### src/rtl/prco_pipe_if.sv
// Handshake and memory bus between the pipeline controller and its datapath
// (memory, decoder, register file, ALU).
interface prco_pipe_if #(
   parameter int PC_W = 16
);
   logic [PC_W-1:0] q_mem_addr;
   logic            q_mem_re;
   logic            q_mem_we;
   logic            q_dec_ce;
   logic            i_dec_done;
   logic            i_dec_req_ram;
   logic            i_dec_ram_we;
   logic            i_dec_reg_we;
   logic            q_reg_ce;
   logic            q_alu_ce;
   logic            i_alu_done;
   logic            i_alu_branch;
   logic [PC_W-1:0] i_alu_result;
   logic            q_reg_we;
   logic            q_wb_sel_mem;

   modport master (
      output q_mem_addr, q_mem_re, q_mem_we, q_dec_ce, q_reg_ce, q_alu_ce,
             q_reg_we, q_wb_sel_mem,
      input  i_dec_done, i_dec_req_ram, i_dec_ram_we, i_dec_reg_we,
             i_alu_done, i_alu_branch, i_alu_result
   );

   modport slave (
      input  q_mem_addr, q_mem_re, q_mem_we, q_dec_ce, q_reg_ce, q_alu_ce,
             q_reg_we, q_wb_sel_mem,
      output i_dec_done, i_dec_req_ram, i_dec_ram_we, i_dec_reg_we,
             i_alu_done, i_alu_branch, i_alu_result
   );
endinterface

### src/rtl/prco_pipe_ctrl.sv
// Multi-cycle instruction sequencer: fetch, decode, register read, ALU,
// optional memory access and writeback, with per-stage timeout to a halt state.
//
// state   | meaning
// S_FETCH | idle until i_en, then issue instruction read
// S_FWAIT | instruction memory latency (MEM_LAT cycles)
// S_DEC   | wait for decoder done (timed)
// S_REG   | register-file read, one cycle
// S_ALU   | wait for ALU done (timed)
// S_MEM   | data load (MEM_LAT cycles) or store (one cycle)
// S_WB    | writeback, retire, PC update
// S_HALT  | stage timeout; frozen until reset
module prco_pipe_ctrl #(
   parameter int PC_W      = 16,
   parameter int RESET_VEC = 0,
   parameter int WRAP_EN   = 1,
   parameter int PC_LIMIT  = 7,
   parameter int MEM_LAT   = 1,
   parameter int TMO       = 16,
   parameter int CNT_W     = 16
) (
   input  logic             i_clk,
   input  logic             i_reset,
   input  logic             i_en,
   prco_pipe_if.master      bus,
   output logic [PC_W-1:0]  q_pc,
   output logic             q_retire,
   output logic [CNT_W-1:0] q_retired_cnt,
   output logic             q_fault,
   output logic [2:0]       q_state
);
   typedef enum logic [2:0] {
      S_FETCH = 3'd0,
      S_FWAIT = 3'd1,
      S_DEC   = 3'd2,
      S_REG   = 3'd3,
      S_ALU   = 3'd4,
      S_MEM   = 3'd5,
      S_WB    = 3'd6,
      S_HALT  = 3'd7
   } state_t;

   localparam logic [7:0]      LAT_LD  = 8'(MEM_LAT - 1);
   localparam logic [7:0]      TMO_LD  = 8'(TMO - 1);
   localparam logic [PC_W-1:0] RST_PC  = PC_W'(RESET_VEC);
   localparam logic [PC_W-1:0] LIM_PC  = PC_W'(PC_LIMIT);

   state_t           state_q, state_d;
   logic [7:0]       tmr_q, tmr_d;
   logic [PC_W-1:0]  pc_q, pc_d;
   logic [CNT_W-1:0] cnt_q, cnt_d;
   logic             fault_q, fault_d;
   logic             req_ram_q, req_ram_d;
   logic             ram_we_q, ram_we_d;
   logic             att_reg_we_q, att_reg_we_d;
   logic             branch_q, branch_d;
   logic [PC_W-1:0]  res_q, res_d;
   logic             mem_re_q, mem_re_d;
   logic             mem_we_q, mem_we_d;
   logic             dec_ce_q, dec_ce_d;
   logic             reg_ce_q, reg_ce_d;
   logic             alu_ce_q, alu_ce_d;
   logic             reg_we_q, reg_we_d;
   logic             wb_sel_q, wb_sel_d;
   logic             retire_q, retire_d;

   always_comb begin
      state_d      = state_q;
      tmr_d        = tmr_q;
      pc_d         = pc_q;
      cnt_d        = cnt_q;
      fault_d      = fault_q;
      req_ram_d    = req_ram_q;
      ram_we_d     = ram_we_q;
      att_reg_we_d = att_reg_we_q;
      branch_d     = branch_q;
      res_d        = res_q;
      mem_re_d     = 1'b0;
      mem_we_d     = 1'b0;
      dec_ce_d     = 1'b0;
      reg_ce_d     = 1'b0;
      alu_ce_d     = 1'b0;
      reg_we_d     = 1'b0;
      wb_sel_d     = 1'b0;
      retire_d     = 1'b0;

      case (state_q)
         S_FETCH: begin
            if (i_en) begin
               mem_re_d = 1'b1;
               tmr_d    = LAT_LD;
               state_d  = S_FWAIT;
            end
         end
         S_FWAIT: begin
            if (tmr_q == 8'd0) begin
               dec_ce_d = 1'b1;
               tmr_d    = TMO_LD;
               state_d  = S_DEC;
            end else begin
               tmr_d = tmr_q - 8'd1;
            end
         end
         S_DEC: begin
            // done is checked before the timeout so a late done still counts
            if (bus.i_dec_done) begin
               req_ram_d    = bus.i_dec_req_ram;
               ram_we_d     = bus.i_dec_ram_we;
               att_reg_we_d = bus.i_dec_reg_we;
               reg_ce_d     = 1'b1;
               state_d      = S_REG;
            end else if (tmr_q == 8'd0) begin
               fault_d = 1'b1;
               state_d = S_HALT;
            end else begin
               tmr_d = tmr_q - 8'd1;
            end
         end
         S_REG: begin
            alu_ce_d = 1'b1;
            tmr_d    = TMO_LD;
            state_d  = S_ALU;
         end
         S_ALU: begin
            if (bus.i_alu_done) begin
               branch_d = bus.i_alu_branch;
               res_d    = bus.i_alu_result;
               if (req_ram_q) begin
                  mem_we_d = ram_we_q;
                  mem_re_d = ~ram_we_q;
                  tmr_d    = LAT_LD;
                  state_d  = S_MEM;
               end else begin
                  state_d = S_WB;
               end
            end else if (tmr_q == 8'd0) begin
               fault_d = 1'b1;
               state_d = S_HALT;
            end else begin
               tmr_d = tmr_q - 8'd1;
            end
         end
         S_MEM: begin
            if (ram_we_q || tmr_q == 8'd0) begin
               state_d = S_WB;
            end else begin
               tmr_d = tmr_q - 8'd1;
            end
         end
         S_WB: begin
            cnt_d   = cnt_q + 1'b1;
            state_d = S_FETCH;
            if (branch_q) begin
               pc_d = res_q;
            end else if ((WRAP_EN != 0) && (pc_q >= LIM_PC)) begin
               pc_d = RST_PC;
            end else begin
               pc_d = pc_q + 1'b1;
            end
         end
         default: ;
      endcase

      // writeback strobes are registered so they line up with the S_WB cycle
      if (state_d == S_WB) begin
         reg_we_d = att_reg_we_q & ~(req_ram_q & ram_we_q);
         wb_sel_d = req_ram_q & ~ram_we_q;
         retire_d = 1'b1;
      end
   end

   always_ff @(posedge i_clk or posedge i_reset) begin
      if (i_reset) begin
         state_q      <= S_FETCH;
         tmr_q        <= 8'd0;
         pc_q         <= RST_PC;
         cnt_q        <= '0;
         fault_q      <= 1'b0;
         req_ram_q    <= 1'b0;
         ram_we_q     <= 1'b0;
         att_reg_we_q <= 1'b0;
         branch_q     <= 1'b0;
         res_q        <= '0;
         mem_re_q     <= 1'b0;
         mem_we_q     <= 1'b0;
         dec_ce_q     <= 1'b0;
         reg_ce_q     <= 1'b0;
         alu_ce_q     <= 1'b0;
         reg_we_q     <= 1'b0;
         wb_sel_q     <= 1'b0;
         retire_q     <= 1'b0;
      end else begin
         state_q      <= state_d;
         tmr_q        <= tmr_d;
         pc_q         <= pc_d;
         cnt_q        <= cnt_d;
         fault_q      <= fault_d;
         req_ram_q    <= req_ram_d;
         ram_we_q     <= ram_we_d;
         att_reg_we_q <= att_reg_we_d;
         branch_q     <= branch_d;
         res_q        <= res_d;
         mem_re_q     <= mem_re_d;
         mem_we_q     <= mem_we_d;
         dec_ce_q     <= dec_ce_d;
         reg_ce_q     <= reg_ce_d;
         alu_ce_q     <= alu_ce_d;
         reg_we_q     <= reg_we_d;
         wb_sel_q     <= wb_sel_d;
         retire_q     <= retire_d;
      end
   end

   assign bus.q_mem_addr   = (state_q == S_MEM) ? res_q : pc_q;
   assign bus.q_mem_re     = mem_re_q;
   assign bus.q_mem_we     = mem_we_q;
   assign bus.q_dec_ce     = dec_ce_q;
   assign bus.q_reg_ce     = reg_ce_q;
   assign bus.q_alu_ce     = alu_ce_q;
   assign bus.q_reg_we     = reg_we_q;
   assign bus.q_wb_sel_mem = wb_sel_q;

   assign q_pc          = pc_q;
   assign q_retire      = retire_q;
   assign q_retired_cnt = cnt_q;
   assign q_fault       = fault_q;
   assign q_state       = state_q;
endmodule
### src/flat_wrapper.sv
// flat-port wrapper written by rule: the top's interface ports become plain ports
module prco_pipe_ctrl_flat 
#(
   parameter int PC_W      = 16,
   parameter int RESET_VEC = 0,
   parameter int WRAP_EN   = 1,
   parameter int PC_LIMIT  = 7,
   parameter int MEM_LAT   = 1,
   parameter int TMO       = 16,
   parameter int CNT_W     = 16
)
  (i_clk, i_reset, i_en, q_pc, q_retire, q_retired_cnt, q_fault, q_state, bus_q_mem_addr, bus_q_mem_re, bus_q_mem_we, bus_q_dec_ce, bus_q_reg_ce, bus_q_alu_ce, bus_q_reg_we, bus_q_wb_sel_mem, bus_i_dec_done, bus_i_dec_req_ram, bus_i_dec_ram_we, bus_i_dec_reg_we, bus_i_alu_done, bus_i_alu_branch, bus_i_alu_result);
  prco_pipe_if #(.PC_W(PC_W)) bus_i ();
  input  logic i_clk;
  input  logic i_reset;
  input  logic i_en;
  output logic [PC_W-1:0] q_pc;
  output logic q_retire;
  output logic [CNT_W-1:0] q_retired_cnt;
  output logic q_fault;
  output logic [2:0] q_state;
  output wire logic [$bits(bus_i.q_mem_addr)-1:0] bus_q_mem_addr;
  output wire logic [$bits(bus_i.q_mem_re)-1:0] bus_q_mem_re;
  output wire logic [$bits(bus_i.q_mem_we)-1:0] bus_q_mem_we;
  output wire logic [$bits(bus_i.q_dec_ce)-1:0] bus_q_dec_ce;
  output wire logic [$bits(bus_i.q_reg_ce)-1:0] bus_q_reg_ce;
  output wire logic [$bits(bus_i.q_alu_ce)-1:0] bus_q_alu_ce;
  output wire logic [$bits(bus_i.q_reg_we)-1:0] bus_q_reg_we;
  output wire logic [$bits(bus_i.q_wb_sel_mem)-1:0] bus_q_wb_sel_mem;
  input wire logic [$bits(bus_i.i_dec_done)-1:0] bus_i_dec_done;
  input wire logic [$bits(bus_i.i_dec_req_ram)-1:0] bus_i_dec_req_ram;
  input wire logic [$bits(bus_i.i_dec_ram_we)-1:0] bus_i_dec_ram_we;
  input wire logic [$bits(bus_i.i_dec_reg_we)-1:0] bus_i_dec_reg_we;
  input wire logic [$bits(bus_i.i_alu_done)-1:0] bus_i_alu_done;
  input wire logic [$bits(bus_i.i_alu_branch)-1:0] bus_i_alu_branch;
  input wire logic [$bits(bus_i.i_alu_result)-1:0] bus_i_alu_result;
  assign bus_q_mem_addr = bus_i.q_mem_addr;
  assign bus_q_mem_re = bus_i.q_mem_re;
  assign bus_q_mem_we = bus_i.q_mem_we;
  assign bus_q_dec_ce = bus_i.q_dec_ce;
  assign bus_q_reg_ce = bus_i.q_reg_ce;
  assign bus_q_alu_ce = bus_i.q_alu_ce;
  assign bus_q_reg_we = bus_i.q_reg_we;
  assign bus_q_wb_sel_mem = bus_i.q_wb_sel_mem;
  assign bus_i.i_dec_done = bus_i_dec_done;
  assign bus_i.i_dec_req_ram = bus_i_dec_req_ram;
  assign bus_i.i_dec_ram_we = bus_i_dec_ram_we;
  assign bus_i.i_dec_reg_we = bus_i_dec_reg_we;
  assign bus_i.i_alu_done = bus_i_alu_done;
  assign bus_i.i_alu_branch = bus_i_alu_branch;
  assign bus_i.i_alu_result = bus_i_alu_result;
  prco_pipe_ctrl #(.PC_W(PC_W), .RESET_VEC(RESET_VEC), .WRAP_EN(WRAP_EN), .PC_LIMIT(PC_LIMIT), .MEM_LAT(MEM_LAT), .TMO(TMO), .CNT_W(CNT_W)) u_core (.i_clk(i_clk), .i_reset(i_reset), .i_en(i_en), .bus(bus_i), .q_pc(q_pc), .q_retire(q_retire), .q_retired_cnt(q_retired_cnt), .q_fault(q_fault), .q_state(q_state));
endmodule
### config.mk
export PLATFORM = sky130hd
export DESIGN_NAME = prco_pipe_ctrl_flat
export DESIGN_NICKNAME = d
export VERILOG_FILES = /design/src/rtl/prco_pipe_if.sv /design/src/rtl/prco_pipe_ctrl.sv /design/src/flat_wrapper.sv
export SDC_FILE = /design/constraint.sdc
export NUM_CORES = 1
export LEC_CHECK = 0
export ABC_AREA = 1
export CORE_ASPECT_RATIO = 1.25
export CORE_MARGIN = 3
export CORE_UTILIZATION = 54
export DETAILED_ROUTE_END_ITERATION = 10
export PLACE_DENSITY = 0.85
export SYNTH_ARGS = -nofsm -noshare
export SYNTH_HDL_FRONTEND = slang
export SYNTH_SLANG_ARGS = --single-unit
### constraint.sdc
create_clock -name i_clk -period 6.3 [get_ports i_clk]
set_input_delay 0.63 -clock i_clk [delete_from_list [all_inputs] [get_ports i_clk]]
set_output_delay 0.63 -clock i_clk [all_outputs]
set_load 0.01 [all_outputs]
==> results by group <==
Global routing
  – Met3 GRT Util: 4.57%
  – Most used routing layer: met2
  – Initial antenna violation count: 0
  – GR Util All Layers: 23.7%
  – Grt met2 use: 41.8%
  – Vias in the first global route: 3,299
  – Largest net degree at the start of global routing: 73
  – Grt met1 use: 28.4%
  – First-pass GRT wire length: 14,900 um
  – GRT overflow: 0

Placement
  – Global placer's final weighted congestion: 0.932
  – Final HPWL DP: 6400 um
  – Port buffer count: 84

Die
  – Core area: 6650 um^2
  – Die Width: 80.4 um
  – I/O Pins: 85
  – Initial Util: 56.2%
  – Die area: 7960 um^2
  – Chip Height: 99.0 um
  – Rows: 33

Routing
  – DRT Pass-1 Iters: 4
  – WL final: 8910 um
  – Post-route ant nets: 0
  – Detailed-route DRC error count: 0
  – DR iter-0 viols: 265
  – Vias/cell: 5.28
  – Total number of vias: 3,417
  – DR WL/cell: 13.8 um

Power
  – Pwr Density: 174 nW/um^2
  – Final Power: 0.838 mW
  – Worst VDD drop: 0.000117 V
  – Leakage power figure: 2.21 nW

Clock network
  – Clock Latency Late Sink: 340 ps
  – Clock root cell: clkbuf_8
  – Sink Count: 72
  – Worst-path clk slew: 80 ps
  – TritonCTS clock tree: done
  – CTS Buffer Depth: 2
  – Post-CTS setup buffers: 0
  – CTS buffer count: 9
  – Post-cts gate resize count: 0
  – H-tree levels: 3
  – Hold-fix buffers, CTS: 0

STA
  – Tcrit/Tclk final: 57.9%
  – Clk_skew: 12.7 ps
  – Max-slew headroom: 28.8%
  – Unrepaired setup endpoints after global routing: no
  – Setup Viol. Count Final: 0
  – Final setup TNS: 0 ps
  – Hold slack: 485 ps
  – Final Hold Fails: 0
  – Max Freq: 274 MHz
  – Final min period: 3650 ps
  – Slew Limit Fails: 0
  – Worst-Margin Slew: 1070 ps

Layout
  – Nets: 586
  – Layout cell share with drive strength beyond 1: 7.32%
  – # diodes: 0
  – Final Core Density: 72.5%
  – Synthesis-to-finish area growth: 28.9%

Critical path
  – Critical path type: flop to primary output
  – Critical path peak fanout: 34
  – Arrival time at the worst endpoint: 3020 ps
  – CP Buf/Inv Count: 3
  – CP top delay family: buffers and inverters
  – CP required: 5670 ps
  – Cell Chain, Critical Path: inv_1 > nor3_4 > inv_1 > o21ai_0 > clkdlybuf4s50_1
  – Critical Path Source Type: flop
  – Crit path capture type: primary output
  – Crit path top cell by count: inv_1
  – Crit-path slowest cell: nor3_4
  – Max incr delay on CP: 830 ps

Synth
  – YS warnings: 0
  – Share of the synthesized area in the top cell type: 48.2%
  – Syn avg cell area: 7.90 um^2
  – Flops & latches, synth: 72
  – Yosys cell types: 35
  – Largest area contributor in the netlist: dfrtp_1
  – Syn Std Cell Area: 3740 um^2
  – Cells after synthesis: 473
  – Synth top area cells: dfrtp_1, nand2_1, o21ai_0
  – Post-Syn Nets: 503
  – Post-synthesis sequential area ratio: 48.2%

Outcome
  – Status: completed

Job
  – Max Cap Viol: 0

Worst hold path
  – Min-Delay Path Class: flop to flop
==> routing by layer <==
metal	up-vias	part of all wire (%)
li1	1672	-
met1	1601	40
met2	122	53
met3	22	5.1
met4	0	2.0
met5	-	0
==> final timing paths <==
kind                                   start                end  slack (ps)  cells after the start
max                        u_core.q_state[2]  bus_q_mem_addr[1]        2650                      5
min                           u_core.q_fault     u_core.q_fault         490                      1
max reg2reg                u_core.q_state[2]    u_core.tmr_q[0]        3990                      7
min reg2reg                   u_core.q_fault     u_core.q_fault         490                      1
max in group asynchronous            i_reset     u_core.q_pc[3]        4850                      3
min in group asynchronous            i_reset    u_core.tmr_q[3]         860                      3
==> cells by family (layout without fill, tap and decap cells) <==
group	after synthesis	after routing	share of synthesized area, %
AO/OA/AOI/OAI	62	62	8.97
XOR/XNOR	18	18	4.22
adder cells (fa/ha/maj)	5	5	1.67
buffers and inverters	66	153	7.06
flip-flops	72	72	48.2
AND/OR/NAND/NOR	250	250	29.9
==> registers in the layout, indices dropped and copies added, names as in the netlist, 3 cells and up <==
signal,flops
u_core.q_pc,16
u_core.q_state,3
u_core.tmr_q,8
u_core.res_q,16
u_core.q_retired_cnt,16
==> through the flow <==
step / worst slack, ps / area [um^2] / cells
after floorplan: 3850 / 3740 / 473
after global placement: 3140 / 4630 / 632
after detailed placement: 3070 / 4630 / 632
after CTS: 2680 / 4820 / 647
after global routing: 2420 / 4820 / 647
final: 2650 / 4820 / 647
==> synth_stat cells (all sizes together) <==
cell type	number
nand2	156
dfrtp	72
inv	52
o21ai	49
nor2	39
nand3	37
xor2	13
nor3	10
buf	7
a21oi	6
clkbuf	6
ha	5
nand4	5
xnor2	5
a22oi	3
nand3b	3
a211oi	1
a31o	1
a31oi	1
clkinv	1
o211ai	1
==> worst reg2reg max path, stage by stage, from the launching register on <==
cell,delay (ps)
dfrtp_1,530
inv_1,170
nor3_4,830
o21ai_2,230
nand2_4,200
inv_4,70
nand2_1,70
o21ai_0,80
==> cell type report <==
class                   count  area (um^2)
fillers                   469         1830
flip-flops and latches     72         1800
clock buffers               9          124
repair buffers             85          848
inverters                  53          203
multi-input cells         335         1670
well taps                  87          109
clock inverters             6         61.3
==> where the power goes <==
| part | leakage (nW) | switching, mW | internal (mW) | total, mW |
|---|---|---|---|---|
| sequential | 0.949 | 0 | 0.462 | 0.462 |
| combinational | 1.17 | 0.0119 | 0.0134 | 0.0253 |
| clock | 0.0948 | 0.172 | 0.179 | 0.351 |
| total | 2.21 | 0.183 | 0.654 | 0.838 |
==> cells in the final DEF, fill, tap and decap left out, types with 2 or more instances in the layout <==
cell type	instances
nand2_1	151
clkdlybuf4s50_1	84
dfrtp_1	72
inv_1	47
o21ai_0	44
nand3_1	34
nor2_1	33
xor2_1	13
clkbuf_8	9
nor3_1	8
a21oi_1	6
xnor2_1	5
nand4_1	5
ha_1	5
inv_2	4
clkinv_2	4
nor2_4	4
nand2_2	3
o21ai_1	3
nand3b_1	3
a22oi_1	3
nand2_4	2
nand3_2	2
nor2_2	2
o21ai_2	2
Note: power is estimated with default switching activity, not from simulation.
==> patch (same flow settings) <==
Reset style: synchronous (`i_reset`), changed in one clocked block.
--- a/src/rtl/prco_pipe_ctrl.sv
+++ b/src/rtl/prco_pipe_ctrl.sv
@@ -170,5 +170,5 @@
    end
 
-   always_ff @(posedge i_clk or posedge i_reset) begin
+   always_ff @(posedge i_clk) begin
       if (i_reset) begin
          state_q      <= S_FETCH;
Function: differs if i_reset is asserted again (counterexample within 4 cycles, from zero or initial values and one cycle with i_reset high); with i_reset held inactive, the same outputs for 10 cycles.
==> patch against the unedited design <==
- design area is 4.5% lower
- via count is 5.7% higher
- maximum frequency is 0.75% lower
- sequential share of layout area is 6.1 points lower
- area after synthesis is 6.7% lower
- die area is 6.2% lower
- global-route usage is 1.4 points higher
- critical endpoint is now bus_q_mem_addr[8]
- synthesized cell count is 8.5% higher
- routed wire length is 3.6% higher
- setup slack worse by 28 ps
- sequential cell count stayed put
Power is not compared: it rests on default switching activity, and its combinational part moved more than twofold at a synthesized area within 25%.
==> patch: results (changes against the unedited design) <==
* 618 — # nets final, was 586
* u_core.q_state[0] — worst r2r src, was u_core.q_state[2]
* 350 ps — clock latency of the later-clocked register in the worst-skew pair
* 0.0125 — xor and xnor area share after synthesis, was 0.0422
* 662 — DP Cell Count, was 632
* 5.10 ps — maximum clock skew at final layout, was 12.7 ps
* 0 — proportion of register bits with asynchronous set or reset after synthesis, was 1.00
* 8 — Worst R2R Path Depth, was 7
* sky130_fd_sc_hd__dfxtp_1, sky130_fd_sc_hd__nand2_1, sky130_fd_sc_hd__a21oi_1 — synth top area cells, was sky130_fd_sc_hd__dfrtp_1, sky130_fd_sc_hd__nand2_1, sky130_fd_sc_hd__o21ai_0
* completed — result of the run, unchanged
* 3612 — total vias in the final route, was 3417
* 3670 ps — fin crit period, was 3650 ps
* bus_q_mem_addr[8] — capturing instance or port of the critical path, was bus_q_mem_addr[1]
* 248 — violation count after the first detailed-route iteration, was 265
* 0.0179 — adder-cell share of the synthesized area, was 0.0167
* 29 — Netlist cell types, was 35
* 5 — count of TritonRoute iterations in the first routing pass, was 4
* 0.180 — fraction of the mapped netlist area in compound gates, was 0.0897
* 14900 µm — first-pass GRT wire length, about the same
* 543 — number of nets in the synthesized netlist, was 503
* 6480 µm — DP Wirelength, was 6400 µm
* 3417 — number of global-route vias before repair, was 3299
* 13.6 µm — DR WL/cell, was 13.8 µm
* 0.413 — sequential element share of the synthesized area, was 0.482
* 3080 ps — worst slack at placement, was 3070 ps
* 0.251 — Tot GR Track Use, was 0.237
* u_core.tmr_q[5] — end of the worst register-to-register path, was u_core.tmr_q[0]
* 9230 µm — sum of routed wire length over all layers, was 8910 µm
* 0.937 — gpl congestion, was 0.932
* 0.219 — Relative slew margins, was 0.288
* 44 — pin count of the biggest net entering global routing, was 73
* u_core.res_q[4] — Worst Hold Launch, was u_core.q_fault
* 0.0523 — share of post-route cells with drive strength above 1, was 0.0732
* 24 — top fanout value on the critical path, was 34
* 3790 ps — worst setup slack for register-to-register paths, was 3990 ps
* 499 — number of filler instances in the final layout, was 469
* 6.80 µm² — Post-Syn Area per Cell, was 7.90 µm²
* 0 — number of antenna violations at the first check in global routing, unchanged
* sky130_fd_sc_hd__nand2_1, sky130_fd_sc_hd__dfxtp_1, sky130_fd_sc_hd__nor2_1 — most frequent cells after synthesis, was sky130_fd_sc_hd__nand2_1, sky130_fd_sc_hd__dfrtp_1, sky130_fd_sc_hd__inv_1
[patch: kinds of logic (layout without fill, tap and decap cells)]
logic type,count (synthesis),after routing
adders and majority gates,5,5
AOI/OAI and AO/OA,122,122
DFF,72,72
xor gates and xnor gates,5,5
buffers and inverters,82,162
and+or+nand+nor,227,227
[patch: worst min path at each step]
stage / end / slack [ps] / depth (start not counted)
2_1_floorplan: u_core.bus.q_wb_sel_mem / 420 / 2
3_3_place_gp: u_core.bus.q_wb_sel_mem / 430 / 2
3_5_place_dp: u_core.q_fault / 460 / 2
4_1_cts: u_core.bus.q_wb_sel_mem / 470 / 2
5_1_grt: u_core.res_q[4] / 490 / 2
6_report: u_core.res_q[4] / 470 / 2
[patch: final cells by class]
| cell class | instances | share of cell area |
|---|---|---|
| inverter | 61 | 0.0498 |
| clock inverter | 5 | 0.0223 |
| multi-input combinational | 359 | 0.374 |
| sequential | 72 | 0.313 |
| timing repair buffer | 85 | 0.184 |
| tap | 85 | 0.0231 |
| clock buffer | 11 | 0.0329 |
[patch: routing by layer]
metal	up-vias	part of all wire	global-route usage
met5	-	0	0
met4	0	0.021	0.118
met3	20	0.069	0.0749
met2	135	0.50	0.434
met1	1651	0.41	0.286
li1	1806	-	-
[patch: power groups by stage]
stage | clock, W | sequential [W] | combinational [W]
final | 0.000455 | 0.000553 | 0.000539
after global routing | 0.000484 | 0.000559 | 0.000612
after CTS | 0.000462 | 0.000551 | 0.000536
after global placement | 0 | 0.000558 | 0.000521
after detailed placement | 0 | 0.000561 | 0.000528
after floorplan | 0 | 0.000552 | 0.000389
[patch: through the flow]
stage	power, W	utilization	instance area, µm²
after floorplan	0.000941	-	3490
after global placement	0.00108	0.701	4350
after detailed placement	0.00109	0.701	4350
after CTS	0.00155	0.742	4600
after global routing	0.00165	0.742	4600
final	0.00155	0.742	4600
[patch: critical path, cell delays in order, from the launching register on]
cell	delay, ps
sky130_fd_sc_hd__dfxtp_1	590
sky130_fd_sc_hd__inv_1	140
sky130_fd_sc_hd__nor2_1	560
sky130_fd_sc_hd__inv_1	520
sky130_fd_sc_hd__o21ai_0	310
sky130_fd_sc_hd__clkdlybuf4s50_1	570
